$ cat src/rtl/can_clic_dispatch_pkg.sv
// ----------------------------------------------------------------------------
// can_clic_dispatch_pkg
//   Shared types for the can_clic arbiter and its downstream dispatch stage.
//   Entries : one PRIO_WIDTH priority per entry. The highest entry
//             (THRESHOLD_INDEX) carries the running threshold.
//   Index   : entry / source index.
//   Prio    : one priority value.
//   SrcMask : one bit per interrupt source (entries below the threshold slot).
//   dispatch_state_e : states of the dispatch request FSM.
// ----------------------------------------------------------------------------
package can_clic_dispatch_pkg;

    localparam int unsigned NR_ENTRIES      = 4;
    localparam int unsigned PRIO_WIDTH      = 3;
    localparam int unsigned THRESHOLD_INDEX = NR_ENTRIES - 1;
    // Every slot below the threshold slot is an interrupt source.
    localparam int unsigned NR_SOURCES      = THRESHOLD_INDEX;
    localparam int unsigned INDEX_WIDTH     = $clog2(NR_ENTRIES);

    typedef logic [PRIO_WIDTH-1:0]                  Prio;
    typedef logic [NR_ENTRIES-1:0][PRIO_WIDTH-1:0]  Entries;
    typedef logic [INDEX_WIDTH-1:0]                 Index;
    typedef logic [NR_SOURCES-1:0]                  SrcMask;

    typedef enum logic {
        ST_IDLE = 1'b0,
        ST_REQ  = 1'b1
    } dispatch_state_e;

    // One-hot source mask; an id outside the source range yields all zeros.
    function automatic SrcMask src_onehot(Index id);
        SrcMask mask;
        mask = '0;
        for (int i = 0; i < NR_SOURCES; i++) begin
            if (Index'(i) == id) mask[i] = 1'b1;
        end
        return mask;
    endfunction

endpackage

$ cat src/rtl/can_clic_prio_stack.sv
// ----------------------------------------------------------------------------
// can_clic_prio_stack
//   LIFO of saved thresholds used for interrupt nesting.
//   Ports:
//     clk, rst_n : clock, asynchronous active-low reset
//     push       : store push_data on top (ignored when full unless popping)
//     pop        : discard the top entry (ignored when empty)
//     push_data  : value to push
//     top        : current top entry (0 when empty)
//     depth      : number of stored entries
//     full/empty : depth == DEPTH / depth == 0
//   A simultaneous push and pop overwrites the top slot in place, so depth
//   does not change.
// ----------------------------------------------------------------------------
module can_clic_prio_stack
    import can_clic_dispatch_pkg::*;
#(
    parameter int unsigned DEPTH = 4
) (
    input  logic                         clk,
    input  logic                         rst_n,
    input  logic                         push,
    input  logic                         pop,
    input  Prio                          push_data,
    output Prio                          top,
    output logic [$clog2(DEPTH+1)-1:0]   depth,
    output logic                         full,
    output logic                         empty
);

    localparam int unsigned CW = $clog2(DEPTH + 1);
    localparam int unsigned AW = (DEPTH > 1) ? $clog2(DEPTH) : 1;

    Prio           mem [DEPTH];
    logic          do_pop;
    logic          do_push;
    logic [AW-1:0] top_idx;
    logic [AW-1:0] wr_idx;

    assign empty   = (depth == '0);
    assign full    = (depth == CW'(DEPTH));
    assign do_pop  = pop && !empty;
    assign do_push = push && (!full || do_pop);

    assign top_idx = AW'(depth - CW'(1));
    assign wr_idx  = do_pop ? top_idx : AW'(depth);
    assign top     = empty ? '0 : mem[top_idx];

    // NOTE: sequential state uses non-blocking assignments so every register
    // samples pre-edge values regardless of statement order.
    always_ff @(posedge clk or negedge rst_n) begin
        if (!rst_n) begin
            depth <= '0;
            // NOTE: the storage is small and observable contents are required
            // to be 0 after reset, so it is cleared like ordinary flops.
            for (int i = 0; i < DEPTH; i++) mem[i] <= '0;
        end else begin
            if (do_push) mem[wr_idx] <= push_data;
            if (do_push && !do_pop)      depth <= depth + CW'(1);
            else if (do_pop && !do_push) depth <= depth - CW'(1);
        end
    end

endmodule

$ cat src/rtl/can_clic_dispatch.sv
// ----------------------------------------------------------------------------
// can_clic_dispatch
//   Sequential dispatch stage behind the combinational can_clic arbiter.
//   Turns an arbitration win into a req/ack handshake with the core, raises
//   the running threshold to the taken priority (saving the old one on a
//   nesting stack), pulses a one-hot pending-clear for the taken source and
//   restores the previous threshold on return-from-interrupt.
//   Ports:
//     clk, rst_n     : clock, asynchronous active-low reset
//     entries_i      : entries vector also presented to can_clic
//     is_interrupt_i : can_clic has a winner
//     index_i        : can_clic winner index
//     irq_req_o      : request to core (registered)
//     irq_id_o       : source id of the request (registered)
//     irq_ack_i      : core accepts the request
//     ret_i          : one-cycle return-from-handler pulse
//     thr_we_i       : software threshold write strobe
//     thr_wdata_i    : software threshold value
//     threshold_o    : running threshold, feeds can_clic slot THRESHOLD_INDEX
//     pend_clr_o     : one-hot pending-clear pulse for the taken source
//     depth_o        : current nesting depth
//     stack_err_o    : sticky stack over/underflow flag (only with
//                      CAN_CLIC_STACK_ERR_EN defined)
//   Optional feature macro: CAN_CLIC_STACK_ERR_EN.
// ----------------------------------------------------------------------------
module can_clic_dispatch
    import can_clic_dispatch_pkg::*;
#(
    parameter int unsigned STACK_DEPTH = 4
) (
    input  logic                               clk,
    input  logic                               rst_n,
    input  Entries                             entries_i,
    input  logic                               is_interrupt_i,
    input  Index                               index_i,
    output logic                               irq_req_o,
    output Index                               irq_id_o,
    input  logic                               irq_ack_i,
    input  logic                               ret_i,
    input  logic                               thr_we_i,
    input  logic [PRIO_WIDTH-1:0]              thr_wdata_i,
    output logic [PRIO_WIDTH-1:0]              threshold_o,
    output logic [NR_ENTRIES-2:0]              pend_clr_o,
    output logic [$clog2(STACK_DEPTH+1)-1:0]   depth_o
`ifdef CAN_CLIC_STACK_ERR_EN
    ,
    output logic                               stack_err_o
`endif
);

    dispatch_state_e state_q;
    Prio             prio_q;       // priority latched with the request
    Prio             stk_top;
    Prio             stk_push_data;
    logic            stk_full;
    logic            stk_empty;
    logic            take;
    logic            ret_pop;

    assign take    = (state_q == ST_REQ) && irq_ack_i;
    assign ret_pop = ret_i && !stk_empty;

    // Tail-chain (ret and ack together): the value pushed is the one being
    // popped, so the stack contents and depth end up unchanged.
    assign stk_push_data = ret_pop ? stk_top : threshold_o;

    can_clic_prio_stack #(
        .DEPTH     (STACK_DEPTH)
    ) u_stack (
        .clk       (clk),
        .rst_n     (rst_n),
        .push      (take),
        .pop       (ret_i),
        .push_data (stk_push_data),
        .top       (stk_top),
        .depth     (depth_o),
        .full      (stk_full),
        .empty     (stk_empty)
    );

    always_ff @(posedge clk or negedge rst_n) begin
        if (!rst_n) begin
            state_q     <= ST_IDLE;
            irq_req_o   <= 1'b0;
            irq_id_o    <= '0;
            prio_q      <= '0;
            pend_clr_o  <= '0;
            threshold_o <= '0;
        end else begin
            pend_clr_o <= '0;

            // Threshold priority: ack > effective return > software write.
            if (take)          threshold_o <= prio_q;
            else if (ret_pop)  threshold_o <= stk_top;
            else if (thr_we_i) threshold_o <= thr_wdata_i;

            case (state_q)
                ST_IDLE: begin
                    // can_clic has already compared against the threshold,
                    // so the winner is taken without a priority recheck.
                    if (is_interrupt_i && !stk_full) begin
                        irq_id_o  <= index_i;
                        prio_q    <= entries_i[index_i];
                        irq_req_o <= 1'b1;
                        state_q   <= ST_REQ;
                    end
                end
                ST_REQ: begin
                    // Request is held stable until acknowledged.
                    if (irq_ack_i) begin
                        irq_req_o  <= 1'b0;
                        pend_clr_o <= src_onehot(irq_id_o);
                        state_q    <= ST_IDLE;
                    end
                end
                default: begin
                    irq_req_o <= 1'b0;
                    state_q   <= ST_IDLE;
                end
            endcase
        end
    end

`ifdef CAN_CLIC_STACK_ERR_EN
    // A new error in the same cycle as a software write wins over the clear.
    always_ff @(posedge clk or negedge rst_n) begin
        if (!rst_n) begin
            stack_err_o <= 1'b0;
        end else if ((ret_i && stk_empty) ||
                     ((state_q == ST_IDLE) && is_interrupt_i && stk_full)) begin
            stack_err_o <= 1'b1;
        end else if (thr_we_i) begin
            stack_err_o <= 1'b0;
        end
    end
`endif

endmodule

$ cat config.mk
export PLATFORM = sky130hd
export DESIGN_NAME = can_clic_dispatch
export DESIGN_NICKNAME = d
export VERILOG_FILES = /design/src/rtl/can_clic_dispatch_pkg.sv /design/src/rtl/can_clic_prio_stack.sv /design/src/rtl/can_clic_dispatch.sv
export SDC_FILE = /design/constraint.sdc
export NUM_CORES = 1
export LEC_CHECK = 0
export ABC_CLOCK_PERIOD_IN_PS = 3700
export CORE_AREA = 2 2 61 63
export DETAILED_ROUTE_END_ITERATION = 7
export DIE_AREA = 0 0 63 65
export PLACE_DENSITY = 0.71
export SLEW_MARGIN = 30
export SYNTH_ARGS = -nofsm -noshare
export SYNTH_HDL_FRONTEND = slang
export SYNTH_SLANG_ARGS = --single-unit
$ cat constraint.sdc
create_clock -name clk -period 3.7 [get_ports clk]
set_clock_uncertainty 0.2 [all_clocks]
set_input_delay 0.74 -clock clk [delete_from_list [all_inputs] [get_ports clk]]
set_output_delay 0.74 -clock clk [all_outputs]
set_load 0.01 [all_outputs]
# == After elaboration in Yosys (flattened, before gate mapping) ==
# Cells that the tools add are included.
# word_totals
regBits,28
in_bits,23
out_inout_bits,12
# classes
magnitude_cmp,4
reduce_logical,18
mux,27
bitwise,3
n_eq_ne,5
n_addsub,2
# op_table
operator,count
3-bit two-way mux,13
3-bit binary-select mux with 2-bit select,2
12-bit bitwise mux,1
1-bit logical AND,7
1-bit two-way mux,7
3-bit demux with 2-bit select,1
"3-bit greater-or-equal comparator, second input constant",2
2-bit NOT with 3-bit output,2
1-bit logical NOT,4
"2-bit != test, second input constant",2
1-bit one-hot mux with 2 select lines,2
2-bit AND reduction,2
"3-bit by 1-bit adder with 3-bit output, second input constant",1
"3-bit == test, second input constant",1
3-bit logical NOT,1
"2-bit by 3-bit less-than comparator with 1-bit output, second input constant",1
"3-bit by 1-bit less-than comparator with 1-bit output, second input constant",1
3-bit nonzero test,1
"3-bit by 1-bit subtractor with 3-bit output, second input constant",1
"1-bit by 2-bit == test with 1-bit output, first input constant",1
"2-bit == test, first input constant",1
2-bit logical NOT,1
2-bit two-way mux,1
2-bit nonzero test,1
other kinds (2),2

# == Longest topological paths before layout ==
# Gate-level depths: netlist of the first run.
# logic_depth
word_depth,10
depth_mapped,11
depth_no_buf,9

# == Cells and area by module ==
# From an unflattened synthesis of the first run, not the netlist that was laid out.
# hier_totals
cells_unflattened,121
hier_area_um2,1498.9
# by_module_without_submodules
module,cells_each,instances,area_each_um2,seq_area_each_um2
can_clic_prio_stack,66,1,857.1,375.4
can_clic_dispatch,55,1,641.9,325.3

# == Worst setup path before layout of the first run ==
# OpenSTA, ideal clock, no wires.
# synth_path
path_type,flip-flop to flip-flop
from,register u_stack.depth[0]
to,register u_stack.depth[2]
setup_time_ps,132
n_path_buf,2
setup_slack_ps,1377
period_less_slack_ps,2323
stages_incl_launch_ff,12
arrival_time_ps,1991
cell_sequence,dfrtp_1 -> buf_6 -> inv_1 -> ha_1 -> nand2b_1 -> and2_1 -> buf_2 -> inv_1 -> ha_1 -> mux2i_1 -> nor2_1 -> xor2_1
# synth_between
elab_chain_cells,8
elab_cells_between_ends,16
cone_classes,2 x add/sub; 1 x eq/ne; 2 x mux; 11 x reduce/logical
# synth_lines
element,line_no,text
start: declaration,can_clic_prio_stack.sv:26,"output logic [$clog2(DEPTH+1)-1:0] depth,"
start signal: assignment,can_clic_prio_stack.sv:59,if (do_push && !do_pop) depth <= depth + CW'(1);
start signal: assignment,can_clic_prio_stack.sv:60,else if (do_pop && !do_push) depth <= depth - CW'(1);
branches (longest 8 deep; another with 3-bit by 1-bit subtractor with 3-bit output),-,
# Parallel ways; which one is timed is not known. The select of a mux whose other input is x is not followed.
# A chain may end at the register's enable or synchronous reset.

# == Worst setup path in the final report of the first run ==
# Same ends and word-level chain as after synthesis.

==> results.txt, run 1 <==
first-iteration detailed-routing DRC count = 52
Seq/Total Area, Yosys = 46.8%
fin util = 54.7%
maxcap violations = 0
Lkg Pwr = 0.000804 uW
CP Max Fanout = 12
clock latency on the worst-skew pair = 320 ps
Tot GR Track Use = 16.4%
post-synth top area cell = dfrtp_1
hold crit path type = register to register
total core area = 3500 um2
CTS clk-pin slew, worst paths = 130 ps
top-count cell post-synth = dfrtp_1
Die Span Y = 65 um
gr ovfl total = 0
final worst path period share = 73.7%
setup_tns = 0 ps
post-CTS sizing = 0
first-pass detailed-route iteration total = 4
synth unique cells = 29
Std-Cell Rows = 22
Fin. Hold Viols = 0
CP Launch Type = register
Gate Count Post-Synth = 115
largest net degree at the start of global routing = 29
Peak VDD IR = 0.245 mV
CTS tree = done
status = complete, no violations
Setup WS post-layout = 975 ps
Avg Cell Area, Syn = 13.0 um2
starting density of the core = 42.8%
main flop type after synthesis = dfrtp_1
remaining antenna violation count = 0
Ys Warns = 0
Synth area leaders = dfrtp_1 47%, mux2_2 15%, mux4_2 9.0%, ha_1 3.3%, o21ai_0 3.0%
pin slew with the least headroom to its limit = 539 ps
Fmax = 0.367 GHz
die area = 4100 um2
synthesized area = 1500 um2
P per Cell Area = 743 nW/um2
Detailed Route WL = 2940 um
TritonCTS buffer count = 3
synth-to-layout area growth = 27.7%
Bufs on Longest Clock Path = 2
Boundary Pins = 35
drt wl/cell = 14.8 um
Setup Viol. Count Final = 0
clk sinks = 28
number of synthesized flops with an enable pin = 0
drt drc = 0
Crit path required time = 3720 ps
Post-synth top cells = 28 x dfrtp_1, 20 x mux2_2, 9 x o21ai_0
fin nets = 180
first-pass GRT wire length = 5150 um
unrepaired setup endpoints after global routing = no
Setup crit end kind = register
# fillers = 335
post-layout min period = 2730 ps
Chip Width = 63 um
worst path arrival time = 2740 ps
initial antenna violation count = 0
post-CTS setup buffers = 0
vias in the first global route = 1108
CTS root buf = clkbuf_4
Buffers on Ports = 34
async set or reset register ratio after synthesis = 100%
Overall Power = 1420 uW
post-DR vias/cell = 5.19
Slew Limit Fails = 0
routability cong. = 0.842
Seq cells post-synth = 28
# diodes = 0
post-DP HPWL = 2320 um
fraction of layout cells with a size suffix above 1 = 25.2%
WS Path Type = register to register
relative slew slack = 63.7%
Via Count = 1032
Mapped Nets = 142
Synth top area share = 46.8%
Post-Place Setup Slack = 893 ps
hold_buf cts = 0
H-tree Lvls = 1
==> worst max-delay path, stage by stage, from the launching register on <==
cell and delay, ps:
dfrtp_1 690, inv_1 130, ha_1 320, nand2b_1 160, and2_1 320, inv_1 150, ha_1 260, mux2i_1 180
nor2_1 80, xor2_1 140
==> worst paths after layout <==
| path | cells after the start | slack, ps | startpoint | end |
|---|---|---|---|---|
| setup / recovery | 9 | 970 | u_stack.depth[0] | u_stack.depth[2] |
| hold / removal | 2 | 300 | prio_q[0] | threshold_o[0] |
| setup reg to reg | 9 | 970 | u_stack.depth[0] | u_stack.depth[2] |
| hold reg to reg | 2 | 300 | prio_q[0] | threshold_o[0] |
| max in group asynchronous | 2 | 2480 | rst_n | u_stack.mem[6] |
| min in group asynchronous | 2 | 570 | rst_n | pend_clr_o[0] |
==> cell families (layout without fill, tap and decap cells) <==
kind of cell	count (synthesis)	after routing	synth area share, %
mux	30	30	27.8
buf+inv	8	44	2.59
fa+ha+maj	4	4	3.34
compound gates	14	14	6.86
simple gates	27	27	9.78
flops	28	28	46.8
xor+xnor	4	4	2.84
==> layout make-up <==
class	count	area, um2	area share, %
multi-input combinational	79	757	39.6
inverter	6	22.5	1.18
clock buffer	3	22.5	1.18
timing repair buffer	35	348	18.2
tap	48	60.1	3.14
sequential	28	701	36.7
==> state kept, by name (all words and copies together), names as in the netlist <==
name	count
pend_clr_o	3
threshold_o	3
prio_q	3
u_stack.depth	3
state_q	1
u_stack.mem	12
irq_req_o	1
irq_id_o	2
==> metal layers <==
layer,up-vias,routed length [um],global-route usage (%),share of wire [%]
met2,27,1470,27.3,50
met3,4,122,1.56,4.2
li1,490,-,-,-
met1,511,1290,21.4,44
met5,-,0,0,0
met4,0,50,8.33,1.7
==> cells in the final DEF, fill, tap and decap left out, drive strengths merged <==
master / n
nand3: 2
and2: 2
a21oi: 2
a2111oi: 1
clkbuf: 3
or2: 1
mux4: 6
ha: 4
nand3b: 3
mux2: 23
nand2: 6
nor2: 6
and3: 1
xor2: 3
inv: 6
xnor2: 1
nand2b: 1
dfrtp: 28
nor3b: 3
o21ai: 10
o2111a: 1
buf: 1
mux2i: 1
nor2b: 1
nor3: 1
clkdlybuf4s50: 34
==> where the power goes <==
group	switching, uW	internal, uW
clock network	81.7	38.2
logic	322	418
registers	119	441
==> through the flow <==
stage               instances  hold slack, ps  cell area [um2]
floorplan                 115             244             1500
global placement          196             270             1890
detailed placement        196             267             1890
CTS                       199             301             1910
global route              199             333             1910
finish                    199             299             1910
Note: power is estimated with default switching activity, not from simulation.
==> run 2: changes to the inputs <==
ABC_CLOCK_PERIOD_IN_PS = 2230   (was 3700)
CORE_AREA = 2 2 62 64   (was 2 2 61 63)
DIE_AREA = 0 0 64 66   (was 0 0 63 65)
PLACE_DENSITY = 0.72   (was 0.71)
clock period = 2.23 ns   (was 3.7 ns; I/O delays follow)
==> results.txt, run 2 (same netlist as run 1, synthesis figures left out) <==
hold crit path type = input port to asynchronous set/reset pin
CP Max Fanout = 6 (-6)
drt wl/cell = 15.0 um (+2.0%)
CTS clk-pin slew, worst paths = 140 ps (about the same)
pin slew with the least headroom to its limit = 372 ps (-167 ps)
drt drc = 0 (unchanged)
# diodes = 0 (unchanged)
Bufs on Longest Clock Path = 2 (unchanged)
placed cell area = 1960 um2 (+3.6%)
Std-Cell Rows = 22 (unchanged)
CP Launch Type = register
commonest non-fill, non-tap cells in the layout = 34 x clkdlybuf4s50_1, 27 x dfrtp_1, 20 x mux2_2
fin cells = 207 (+4.0%)
routability cong. = 0.857 (+1.8%)
clk sinks = 28 (unchanged)
Peak VDD IR = 0.522 mV (+110%)
Crit-path slowest cell = dfrtp_1
first-pass detailed-route iteration total = 4 (unchanged)
CTS tree = done
Tot GR Track Use = 16.9% (+0.54 points)
maxcap violations = 0 (unchanged)
Fmax = 0.472 GHz (+29%)
status = complete, no violations
Detailed Route WL = 3120 um (+6.1%)
total core area = 3550 um2 (+1.6%)
final worst path period share = 95.0% (+21 points)
hold_buf cts = 0 (unchanged)
largest net degree at the start of global routing = 29 (unchanged)
Crit path required time = 2250 ps (-1470 ps)
Hold Worst Slack = 290 ps (-8.58 ps)
P per Cell Area = 1260 nW/um2 (+70%)
CP Launch Point = u_stack.depth[0]
post-CTS setup buffers = 0 (unchanged)
Chip Width = 64 um (+1.6%)
worst path arrival time = 2140 ps (-600 ps)
Placed Cells = 203 (+3.6%)
Lkg Pwr = 0.000841 uW (+4.6%)
RR Startpoint = u_stack.depth[0]
Largest register FFs = 12 (unchanged)
fraction of layout cells with a size suffix above 1 = 31.4% (+6.3 points)
Boundary Pins = 35 (unchanged)
H-tree Lvls = 1 (unchanged)
commonest non-fill, non-tap cell in the layout = clkdlybuf4s50_1
synth-to-layout area growth = 33.2%
CTS root buf = clkbuf_4
Crit path largest cell delay = 470 ps (-220 ps)
TritonCTS buffer count = 3 (unchanged)
Largest Register = u_stack.mem
WS Path Type = register to register
post-DP HPWL = 2500 um (+7.7%)
initial antenna violation count = 0 (unchanged)
Die Span Y = 66 um (+1.5%)
Buffers on Ports = 34 (unchanged)
first-iteration detailed-routing DRC count = 68 (+31%)
crit path cell chain = inv_2, ha_4, nand2b_1, and2_1, buf_4, mux2_4, mux2_2
Setup crit end kind = register
clock latency on the worst-skew pair = 310 ps (about the same)
fin nets = 187 (+3.9%)
vias in the first global route = 1163 (+5.0%)
fin util = 56.1% (+1.5 points)
unrepaired setup endpoints after global routing = no
die area = 4220 um2 (+3.2%)
post-layout min period = 2120 ps (-607 ps)
Fin. Hold Viols = 0 (unchanged)
relative slew slack = 75.1% (+11 points)
starting density of the core = 42.1% (-0.66 points)
Via Count = 1059 (+2.6%)
gr ovfl total = 0 (unchanged)
setup_tns = 0 ps (unchanged)
Setup Viol. Count Final = 0 (unchanged)
cell area after layout = 1990 um2 (+4.3%)
first-pass GRT wire length = 5460 um (+6.0%)
remaining antenna violation count = 0 (unchanged)
Slew Limit Fails = 0 (unchanged)
post-DR vias/cell = 5.12 (-1.3%)
run 2: changes by cell type in the layout (fill, tap and decap cells not counted):
cell,delta
ha_4,+1
inv_2,+1
o21ai_0,-1
buf_4,+7
clkbuf_8,+1
dfrtp_1,-1
dfrtp_2,+1
inv_1,-1
ha_1,-2
o21ai_1,+1
ha_2,+1
run 2: path summary, 6_finish.rpt:
path | to | slack, ps | cells past startpoint
hold / removal | pend_clr_o[0] | 290 | 2
max in group asynchronous | u_stack.depth[1] | 1270 | 2
setup / recovery | u_stack.mem[6] | 110 | 7
min in group clk | threshold_o[1] | 300 | 2
setup reg to reg | u_stack.mem[6] | 110 | 7
hold reg to reg | threshold_o[1] | 300 | 2
run 2: cell type report:
type / instances / area, um2
clock buffers: 4 / 36.3
fillers: 308 / 1560
inverters: 6 / 22.5
multi-input cells: 79 / 772
flip-flops and latches: 28 / 702
well taps: 48 / 60.1
repair buffers: 42 / 400
run 2: worst max-delay path, delay by kind of cell, from the launching register on:
kind | cells | cell delay (ps)
adders and majority gates | 1 | 180
buffers and inverters | 2 | 280
DFF | 1 | 470
and+or+nand+nor | 2 | 300
muxes | 2 | 590
run 2: where the power goes:
part	internal (uW)	switching (uW)	leakage, uW
Clock	99.8	135	0.0000210
Sequential	734	174	0.000347
Combinational	779	592	0.000474
run 2: per-layer routing:
metal  track usage (%)  wire length (um)
met5                 0                 0
met4              7.88                52
met3              1.36                66
met2              29.3              1560
met1              21.5              1440
run 2: per-stage QoR:
stage / setup WS [ps] / power (uW)
3_5_place_dp: -128 / 2290
2_1_floorplan: 38.7 / 1800
3_3_place_gp: -58.6 / 2260
5_1_grt: 2.05 / 2710
6_report: 112 / 2510
4_1_cts: 69.5 / 2540
run 2: repair_timing:
action,CTS,global route
endpoints found under the hold margin,0,0
endpoints found under the setup margin,0,12
resized for setup,0,2
==> run 3: changes to the inputs <==
SKIP_LAST_GASP = 1   (was not set)
==> results of run 3 <==
The final DEF is identical to that of run 2; final timing and power are the same.
==> RTL change: new RTL, flow settings as in run 3 <==
Add a define of `CAN_CLIC_STACK_ERR_EN`.
--- a/src/rtl/can_clic_dispatch.sv
+++ b/src/rtl/can_clic_dispatch.sv
@@ -23,6 +23,8 @@
 //                      CAN_CLIC_STACK_ERR_EN defined)
 //   Optional feature macro: CAN_CLIC_STACK_ERR_EN.
 // ----------------------------------------------------------------------------
+`define CAN_CLIC_STACK_ERR_EN
+
 module can_clic_dispatch
     import can_clic_dispatch_pkg::*;
 #(
Behaviour (old outputs only; new: stack_err_o): unchanged (Yosys induction, for registers that start in step).
==> RTL change against run 3 <==
- critical path depth fell by 2
- largest cell class unchanged
- power up 5.0%
- synthesized area grew 1.9%
- routed wire length grew 7.2%
- via count rose by 6.4%
- worst setup slack lost 35 ps
- critical endpoint is now u_stack.mem[2]$_DFFE_PN0P_
- fmax decreased by 1.6%
- final area is 4.5% higher
- sequential cell count is 1 higher
- count of clock-buffer cells in the layout up 1
==> RTL change: results <==
[power_and_ir_drop]
reported_net_switching_power_mw = 0.972
leakagePower_nw = 0.868

[placed_design]
placedCellCount = 209
placement.cell_area_um2 = 2020
routabilityCongestion = 0.823

[synthesis]
yosys-mux-area-fraction_pct = 25.0
synthTopCellsByArea = dfrtp_1, mux2_2, mux4_2, ha_1, nand2_1
synth-compound-area-share_pct = 9.02
yosys.area_share.adder_pct = 3.28
ys_top_cells_by_count = dfrtp_1, mux2_2, nand2_1

[setup_path]
capturing_instance_or_port_of_the_critical_path = u_stack.mem[2]$_DFFE_PN0P_
timing.rr.end = u_stack.mem[2]$_DFFE_PN0P_
crit_family = simple AND/OR/NAND/NOR gates
slowest_delay_ps = 530

[run_status]
outcome = finished clean

[global_route]
track_usage_pct = 18.7

[route]
vias = 1127
drt_iter0_drc = 49
detail_route.wl_per_cell_um = 15.4
postRouteWirelength_um = 3340

[timing]
fin_worst_hold_slack_ps = 288
maxSlewHeadroom_pct = 75.5

[final_layout]
drive_above_1_share_pct = 32.5
layout.filler_cells = 285

[clock_network]
cts_buffers = 5
-- RTL change: final cells by class --
type | instances | area share, %
Clock buffer | 5 | 1.80
Clock inverter | 3 | 0.841
Inverter | 6 | 1.32
Multi-Input combinational cell | 82 | 38.0
Sequential cell | 29 | 34.9
Tap cell | 48 | 2.88
Timing Repair Buffer | 44 | 20.2
-- RTL change: worst register-to-register path, cell delays in order (launching register included) --
cell and delay, ps:
dfrtp_2 450, inv_6 90, ha_4 230, or4_4 530
a21oi_4 230, mux2_4 320
-- RTL change: layer usage --
layer	vias up	wire, µm	global-route usage, %
met5	-	0	0
met4	0	56	9.78
met3	4	103	6.30
met2	18	1750	31.8
met1	566	1440	20.7
li1	539	-	-
-- RTL change: power by group through the flow --
stage	sequential (mW)	combinational [mW]	clock [mW]
after floorplan	0.931	0.916	0
after global placement	0.907	1.38	0
after detailed placement	0.921	1.42	0
after CTS	0.913	1.42	0.319
after global routing	0.952	1.53	0.346
final	0.920	1.42	0.304
